$ cat config.mk
export PLATFORM = sky130hd
export DESIGN_NAME = load_store_unit
export DESIGN_NICKNAME = d
export VERILOG_FILES = /design/src/rtl/load_store_unit.sv
export SDC_FILE = /design/constraint.sdc
export NUM_CORES = 1
export LEC_CHECK = 0
export CAP_MARGIN = 20
export CORE_AREA = 5 5 110 102
export CTS_CLUSTER_DIAMETER = 100
export DETAILED_ROUTE_END_ITERATION = 16
export DIE_AREA = 0 0 115 107
export GPL_TIMING_DRIVEN = 0
export HOLD_SLACK_MARGIN = 0.05
export PLACE_DENSITY_LB_ADDON = 0.25
export SETUP_SLACK_MARGIN = 0.4
export SYNTH_ARGS = -nofsm -noshare
export SYNTH_HDL_FRONTEND = slang
export SYNTH_SLANG_ARGS = --single-unit
export TNS_END_PERCENT = 1
$ cat constraint.sdc
create_clock -name clk_i -period 2 [get_ports clk_i]
set_clock_uncertainty 0.2 [all_clocks]
set_input_delay 0.2 -clock clk_i [delete_from_list [all_inputs] [get_ports clk_i]]
set_output_delay 0.2 -clock clk_i [all_outputs]
set_load 0.02 [all_outputs]
$ cat src/rtl/load_store_unit.sv
// load_store_unit: bridges RISC-V byte/half/word loads and stores onto a
// word-only synchronous memory. Sub-word stores use read-modify-write.
module load_store_unit (
  input  logic        clk_i,
  input  logic        rst_i,
  input  logic        core_req_i,
  input  logic        core_we_i,
  input  logic [2:0]  core_size_i,
  input  logic [31:0] core_addr_i,
  input  logic [31:0] core_wd_i,
  output logic [31:0] core_rd_o,
  output logic        core_stall_o,
  output logic        core_fault_o,
  output logic        mem_req_o,
  output logic        mem_we_o,
  output logic [31:0] mem_addr_o,
  output logic [31:0] mem_wd_o,
  input  logic [31:0] mem_rd_i
);

  localparam int unsigned XLEN = 32;
  localparam int unsigned HW   = 16;
  localparam int unsigned BW   = 8;

  typedef enum logic [1:0] {
    IDLE      = 2'd0,
    LOAD_WAIT = 2'd1,
    RMW_MERGE = 2'd2
  } state_e;

  state_e            state_q, state_d;
  logic [2:0]        size_q;
  logic [1:0]        off_q;
  logic [HW-1:0]     wd_q;
  logic [XLEN-1:0]   rd_q;

  logic              fault_c;
  logic [XLEN-1:0]   word_addr_c;
  logic [BW-1:0]     byte_c;
  logic [HW-1:0]     half_c;
  logic [XLEN-1:0]   load_val_c;
  logic [XLEN-1:0]   merged_c;

  assign word_addr_c = {core_addr_i[31:2], 2'b00};

  // Illegal size or misaligned address detection for the incoming request
  always_comb begin
    fault_c = 1'b0;
    case (core_size_i)
      3'b000, 3'b100: fault_c = 1'b0;
      3'b001, 3'b101: fault_c = core_addr_i[0];
      3'b010:         fault_c = |core_addr_i[1:0];
      default:        fault_c = 1'b1;
    endcase
    if (core_we_i && core_size_i[2]) fault_c = 1'b1;
  end

  // Load lane selection/extension and store merge into the old word
  always_comb begin
    byte_c     = mem_rd_i[7:0];
    half_c     = off_q[1] ? mem_rd_i[31:16] : mem_rd_i[15:0];
    load_val_c = mem_rd_i;
    merged_c   = mem_rd_i;
    case (off_q)
      2'd0: byte_c = mem_rd_i[7:0];
      2'd1: byte_c = mem_rd_i[15:8];
      2'd2: byte_c = mem_rd_i[23:16];
      default: byte_c = mem_rd_i[31:24];
    endcase
    case (size_q)
      3'b000:  load_val_c = {{(XLEN-BW){byte_c[BW-1]}}, byte_c};
      3'b100:  load_val_c = {{(XLEN-BW){1'b0}}, byte_c};
      3'b001:  load_val_c = {{(XLEN-HW){half_c[HW-1]}}, half_c};
      3'b101:  load_val_c = {{(XLEN-HW){1'b0}}, half_c};
      default: load_val_c = mem_rd_i;
    endcase
    if (size_q[0]) begin
      if (off_q[1]) merged_c[31:16] = wd_q;
      else          merged_c[15:0]  = wd_q;
    end else begin
      case (off_q)
        2'd0: merged_c[7:0]   = wd_q[BW-1:0];
        2'd1: merged_c[15:8]  = wd_q[BW-1:0];
        2'd2: merged_c[23:16] = wd_q[BW-1:0];
        default: merged_c[31:24] = wd_q[BW-1:0];
      endcase
    end
  end

  // Next-state and memory/core handshake outputs
  always_comb begin
    state_d      = state_q;
    mem_req_o    = 1'b0;
    mem_we_o     = 1'b0;
    mem_addr_o   = '0;
    mem_wd_o     = '0;
    core_stall_o = 1'b0;
    core_fault_o = 1'b0;
    core_rd_o    = rd_q;
    case (state_q)
      IDLE: begin
        if (core_req_i) begin
          if (fault_c) begin
            core_fault_o = 1'b1;
          end else begin
            mem_req_o  = 1'b1;
            mem_addr_o = word_addr_c;
            if (core_we_i) begin
              if (core_size_i[1]) begin
                mem_we_o = 1'b1;
                mem_wd_o = core_wd_i;
              end else begin
                core_stall_o = 1'b1;
                state_d      = RMW_MERGE;
              end
            end else begin
              core_stall_o = 1'b1;
              state_d      = LOAD_WAIT;
            end
          end
        end
      end
      LOAD_WAIT: begin
        core_rd_o = load_val_c;
        state_d   = IDLE;
      end
      RMW_MERGE: begin
        mem_req_o  = 1'b1;
        mem_we_o   = 1'b1;
        mem_addr_o = word_addr_c;
        mem_wd_o   = merged_c;
        state_d    = IDLE;
      end
      default: state_d = IDLE;
    endcase
    // Reset suppresses any memory access, including an in-flight merge write
    if (rst_i) begin
      mem_req_o    = 1'b0;
      mem_we_o     = 1'b0;
      core_stall_o = 1'b0;
      core_fault_o = 1'b0;
    end
  end

  // State, issue-time latches and load hold register
  always_ff @(posedge clk_i) begin
    if (rst_i) begin
      state_q <= IDLE;
      size_q  <= '0;
      off_q   <= '0;
      wd_q    <= '0;
      rd_q    <= '0;
    end else begin
      state_q <= state_d;
      if (state_q == IDLE && core_req_i) begin
        size_q <= core_size_i;
        off_q  <= core_addr_i[1:0];
        wd_q   <= core_wd_i[HW-1:0];
      end
      if (state_q == LOAD_WAIT) rd_q <= load_val_c;
    end
  end

endmodule

* Yosys cells after proc, flatten, opt, wreduce, memory -nomap -nowiden *
Index checks and enable logic that the tools add are counted.

cells by class
  bitwise gates (word level) = 2
  equal/unequal tests = 12
  reduce and logical (&&, ||, !) cells = 12
  muxes and demuxes = 43

operators by type and width
  cell                  number
  $mux W32              8
  $pmux W32 S2          2
  $pmux W32 S4          1
  $mux W16              3
  $mux W8               4
  $pmux W8 S3           1
  $mux W1               19
  $eq A3 B3 Y1 const B  4
  $reduce_or A2 Y1      4
  $eq A3 B1 Y1 const B  2
  $logic_not A3 Y1      2
  $eq A2 B1 Y1 const B  2
  $eq A2 B2 Y1 const B  2
  $logic_not A2 Y1      2
  $mux W2               2
  $pmux W1 S2           2
  $eq A3 B2 Y1 const B  1
  $pmux W1 S3           1
  $reduce_and A3 Y1     1
  $reduce_or A3 Y1      1
  $logic_and A1 B1 Y1   2
  $ne A2 B2 Y1 const B  1
  $not A1 Y1            2

word-level totals
  word-level logic and storage cells = 74
  output and inout bits = 100
  register bits after elaboration = 55

* Logic depth before layout (Yosys ltp) *
  depth after elaboration = 8
  gate-level depth with buffers = 7
  gate-level depth less buffers = 4

* Least setup slack after synthesis *
Ideal clock, no wire load.

  path kind = reg2out
  start point = register off_q[1]
  end point = output port mem_wd_o[16]
  arrival = 1719 ps
  setup slack = -119 ps
  required time = 1600 ps
  path buffers = 3
  stages on the path, launching flop included = 7
  cell sequence = dfxtp_1 buf_2 buf_4 buf_2 nand2_1 mux2i_1 o21ai_0

between the ends
  longest elaborated chain between the ends = 4
  elaborated cells on any way between the ends = 5

RTL lines
  item                    line  text
  start, declared         33    logic [1:0] off_q;
  start signal, assigned  157   off_q <= core_addr_i[1:0];
  $eq A2 B2 Y1            81    case (off_q)
  $mux W8                 81
  $mux W32 *              77    if (size_q[0]) begin
  $pmux W32 S2 *          100   case (state_q)
  end, declared           17    output logic [31:0] mem_wd_o,

Every way passes the cells marked *; elsewhere a longest branch is shown, timed or not.

* Worst setup path after layout *
  start point = register off_q[0]
  end point = output port core_rd_o[10]

between the ends
  longest elaborated chain between the ends = 4
  elaborated cells on any way between the ends = 6

RTL lines
  item                                  line  text
  $eq A2 B2 Y1 (tied with other cells)  64    case (off_q)
  $pmux W8 S3 *                         64
  $pmux W32 S4 *                        70    case (size_q)
  $mux W32 *                            --
  end, declared                         11    output logic [31:0] core_rd_o,

Marks and branches as above.

==> results.py <==
metrics = {
    "grt": {
        "grt_pass1_wl_um": 28400,
        "grt_pass1_vias": 5131,
        "grt_max_degree": 19,
        "grt_overflow": 0,
        "grt_antenna_before_repair": 0,
        "grt_use_total_pct": 29.3,
    },
    "routing": {
        "met3_length_um": 2010,
        "routed.top_layer": "met4",
        "drc": 0,
        "firstDrtPassIters": 6,
        "antenna_left": 0,
        "via_count": 5272,
        "post_drt_wl_per_cell_um": 20.6,
        "via_per_inst": 5.79,
        "drt-met1-wl_um": 7630,
        "drtIter0Drc": 518,
        "routed_wl_um": 18800,
        "route.met2.wl_um": 8690,
    },
    "synth": {
        "synth_simple_gate_area_share_pct": 29.3,
        "synthXorXnorAreaFrac_pct": 0,
        "synthMuxAreaShare_pct": 5.45,
        "yosysSeqAreaShare_pct": 27.7,
        "ys_types": 49,
        "syn_area_um2": 3970,
        "synth_top_family_by_area": "compound AO/OA/AOI/OAI gates",
        "async_flop_share_pct": 0,
        "synth_seq_cells": 55,
        "syn_area_per_cell_um2": 7.09,
        "synth_flop_cell": "dfxtp_1",
        "synth-adder-area-share_pct": 0,
        "synth_compound_area_share_pct": 31.1,
        "synth_enable_flop_cells": 0,
        "synth_warnings": 0,
        "synthCells": 560,
    },
    "power_and_ir_drop": {
        "leakagePower_nw": 2.69,
        "power_density_nw_per_um2": 441,
        "peakVddDrop_v": 0.000349,
    },
    "critical_path": {
        "crit_arrival_ps": 2110,
        "cp_data_required_time_ps": 1600,
        "start_kind": "register",
        "setup.worst_path.class": "register to primary output",
        "worstSetupEndpointType": "primary output",
        "reg2reg_slack_ps": 60,
        "reg2reg_depth": 5,
        "path_max_fanout": 5,
        "r2r_end": "rd_q[21]",
        "r2r-start": "off_q[1]",
    },
    "cells_and_area": {
        "drive_gt1_share_pct": 29.0,
        "antenna_cells": 0,
        "syn2layout_area_growth_pct": 64.9,
        "nets": 884,
        "final_cells": 911,
        "final_core_util_pct": 65.6,
    },
    "min_path": {
        "hold_start": "core_we_i",
        "hp-class": "primary input to register",
        "holdPathEnd": "state_q[0]",
        "hold_depth": 2,
    },
    "sta": {
        "rsz0062_at_grt": "true",
        "final.setup.tns_ps": -26250,
        "fmax_mhz": 398,
        "max_slew_margin_pct": 55.0,
        "finalSetupViolations": 95,
        "setup_slack_ps": -511,
        "hold_viol_final": 0,
        "slew_violations": 0,
        "min_period_ps": 2510,
        "worstMarginPinSlew_ps": 668,
        "worst_hold_slack_ps": 128,
        "period_share_pct": 126,
    },
    "clocking": {
        "cts.path.max_buffers": 2,
        "cts_num_sinks": 55,
        "cts-htree-levels": 2,
        "insertion_delay_ps": 320,
        "cts-buffers-inserted": 5,
        "cts_tree": "yes",
        "root_buffer": "clkbuf_8",
        "clkTransAtPathRegs_ps": 110,
    },
    "place": {
        "hpwlAfterDp_um": 14800,
        "finalWeightedCongestion": 0.994,
        "port_buffers": 200,
        "numPlacedInstances": 890,
        "pre_cts_slack_ps": -1130,
    },
    "run_status": {
        "violations": "negative setup slack",
        "outcome": "finished, violations left",
    },
    "floorplanning": {
        "fp.dieW_um": 115,
        "core_area_um2": 9980,
        "rows": 35,
        "ioPinCount": 203,
        "die_area_um2": 12300,
        "die_h_um": 107,
        "floorplan.initialDensity_pct": 39.7,
    },
    "flow_run": {
        "drv_cap": 0,
    },
}
## where the power goes
part	internal (W)	switching (W)	leakage [nW]
logic	0.000472	0.000560	2.19
registers	0.00114	0.0000392	0.451
clock network	0.000255	0.000422	0.0461
## registers in the layout (all words and copies together), names as in the netlist
register	count
off_q	2
rd_q	32
size_q	3
state_q	2
wd_q	16
## Yosys cell counts, types with 6 or more instances
library cell / instances / share of area [%]
o21a_1: 8 / 1.5
o2bb2ai_1: 7 / 1.5
nand2b_1: 9 / 1.4
o221ai_1: 6 / 1.3
a211oi_1: 16 / 3.0
o21ai_0: 40 / 5.0
clkbuf_1: 26 / 2.5
inv_1: 8 / 0.76
nand3_1: 9 / 1.1
nor2_1: 50 / 4.7
o22a_1: 8 / 1.8
and2_1: 32 / 5.0
mux2i_1: 16 / 4.0
a21oi_1: 51 / 6.4
o22ai_1: 10 / 1.6
or3_1: 8 / 1.3
nand2_1: 106 / 10
dfxtp_1: 55 / 28
buf_2: 14 / 1.8
o211ai_1: 10 / 1.9
## final cells by class
cell class,count,area [µm²]
clock buffer,5,68.8
fill,862,3440
inverter,8,30.0
buffer,48,364
multi-input combinational,450,2860
timing repair buffer,213,1930
clock inverter,3,23.8
tap,129,161
sequential,55,1110
## timing repair
action                     in CTS  in global routing
hold endpoints to repair        0                  1
gates resized for setup       524                 30
setup endpoints to repair     151                150
pin swaps                      17                  8
hold buffers                    0                  1
buffers inserted               12                  0
## layout by cell type, fill, tap and decap left out, types with 10 or more instances in the layout
cell type        count
buf_6               26
a21oi_1             41
buf_2               33
o21ai_0             19
a21oi_2             10
clkdlybuf4s50_1     89
nand2_1            104
buf_4               53
o211ai_1            10
mux2i_1             16
nor2_1              48
a211oi_1            16
and2_1              32
clkdlybuf4s15_2     24
dfxtp_1             50
o21ai_2             15
dlygate4sd2_1       10
o22ai_1             10
## worst max path at each step
stage,startpoint,endpoint,slack (ps),cells past startpoint
floorplan,off_q[0],core_rd_o[10],10,4
global placement,core_addr_i[0],mem_wd_o[24],-1140,7
detailed placement,core_addr_i[0],mem_wd_o[24],-1130,7
CTS,off_q[0],core_rd_o[10],-570,7
global route,off_q[0],core_rd_o[10],-560,7
finish,off_q[0],core_rd_o[10],-510,7
## kinds of logic after synthesis
kind of cell,count (synthesis)
other,1
muxes,20
buffers and inverters,56
AOI/OAI and AO/OA,187
and+or+nand+nor,241
DFF,55
## metal layers
layer  GRT usage [%]  up-vias
li1                -     2444
met1            39.6     2431
met2            47.4      351
met3            6.60       46
met4            6.96        0
met5               0        -
## per-stage QoR
step	total power, W	instance area (µm²)
after detailed placement	0.00217	6230
final	0.00289	6550
after global placement	0.00216	6230
after global routing	0.00299	6550
after floorplan	0.00166	4070
after CTS	0.00285	6520
## worst max-delay path, cell delays in order (launching register included)
cell and delay (ps):
dfxtp_4 390, mux4_2 510, and2b_2 240, o31ai_4 230
buf_6 150, buf_6 90, o21ai_2 50, buf_6 140
No activity file was read; power rests on OpenSTA's default activity.
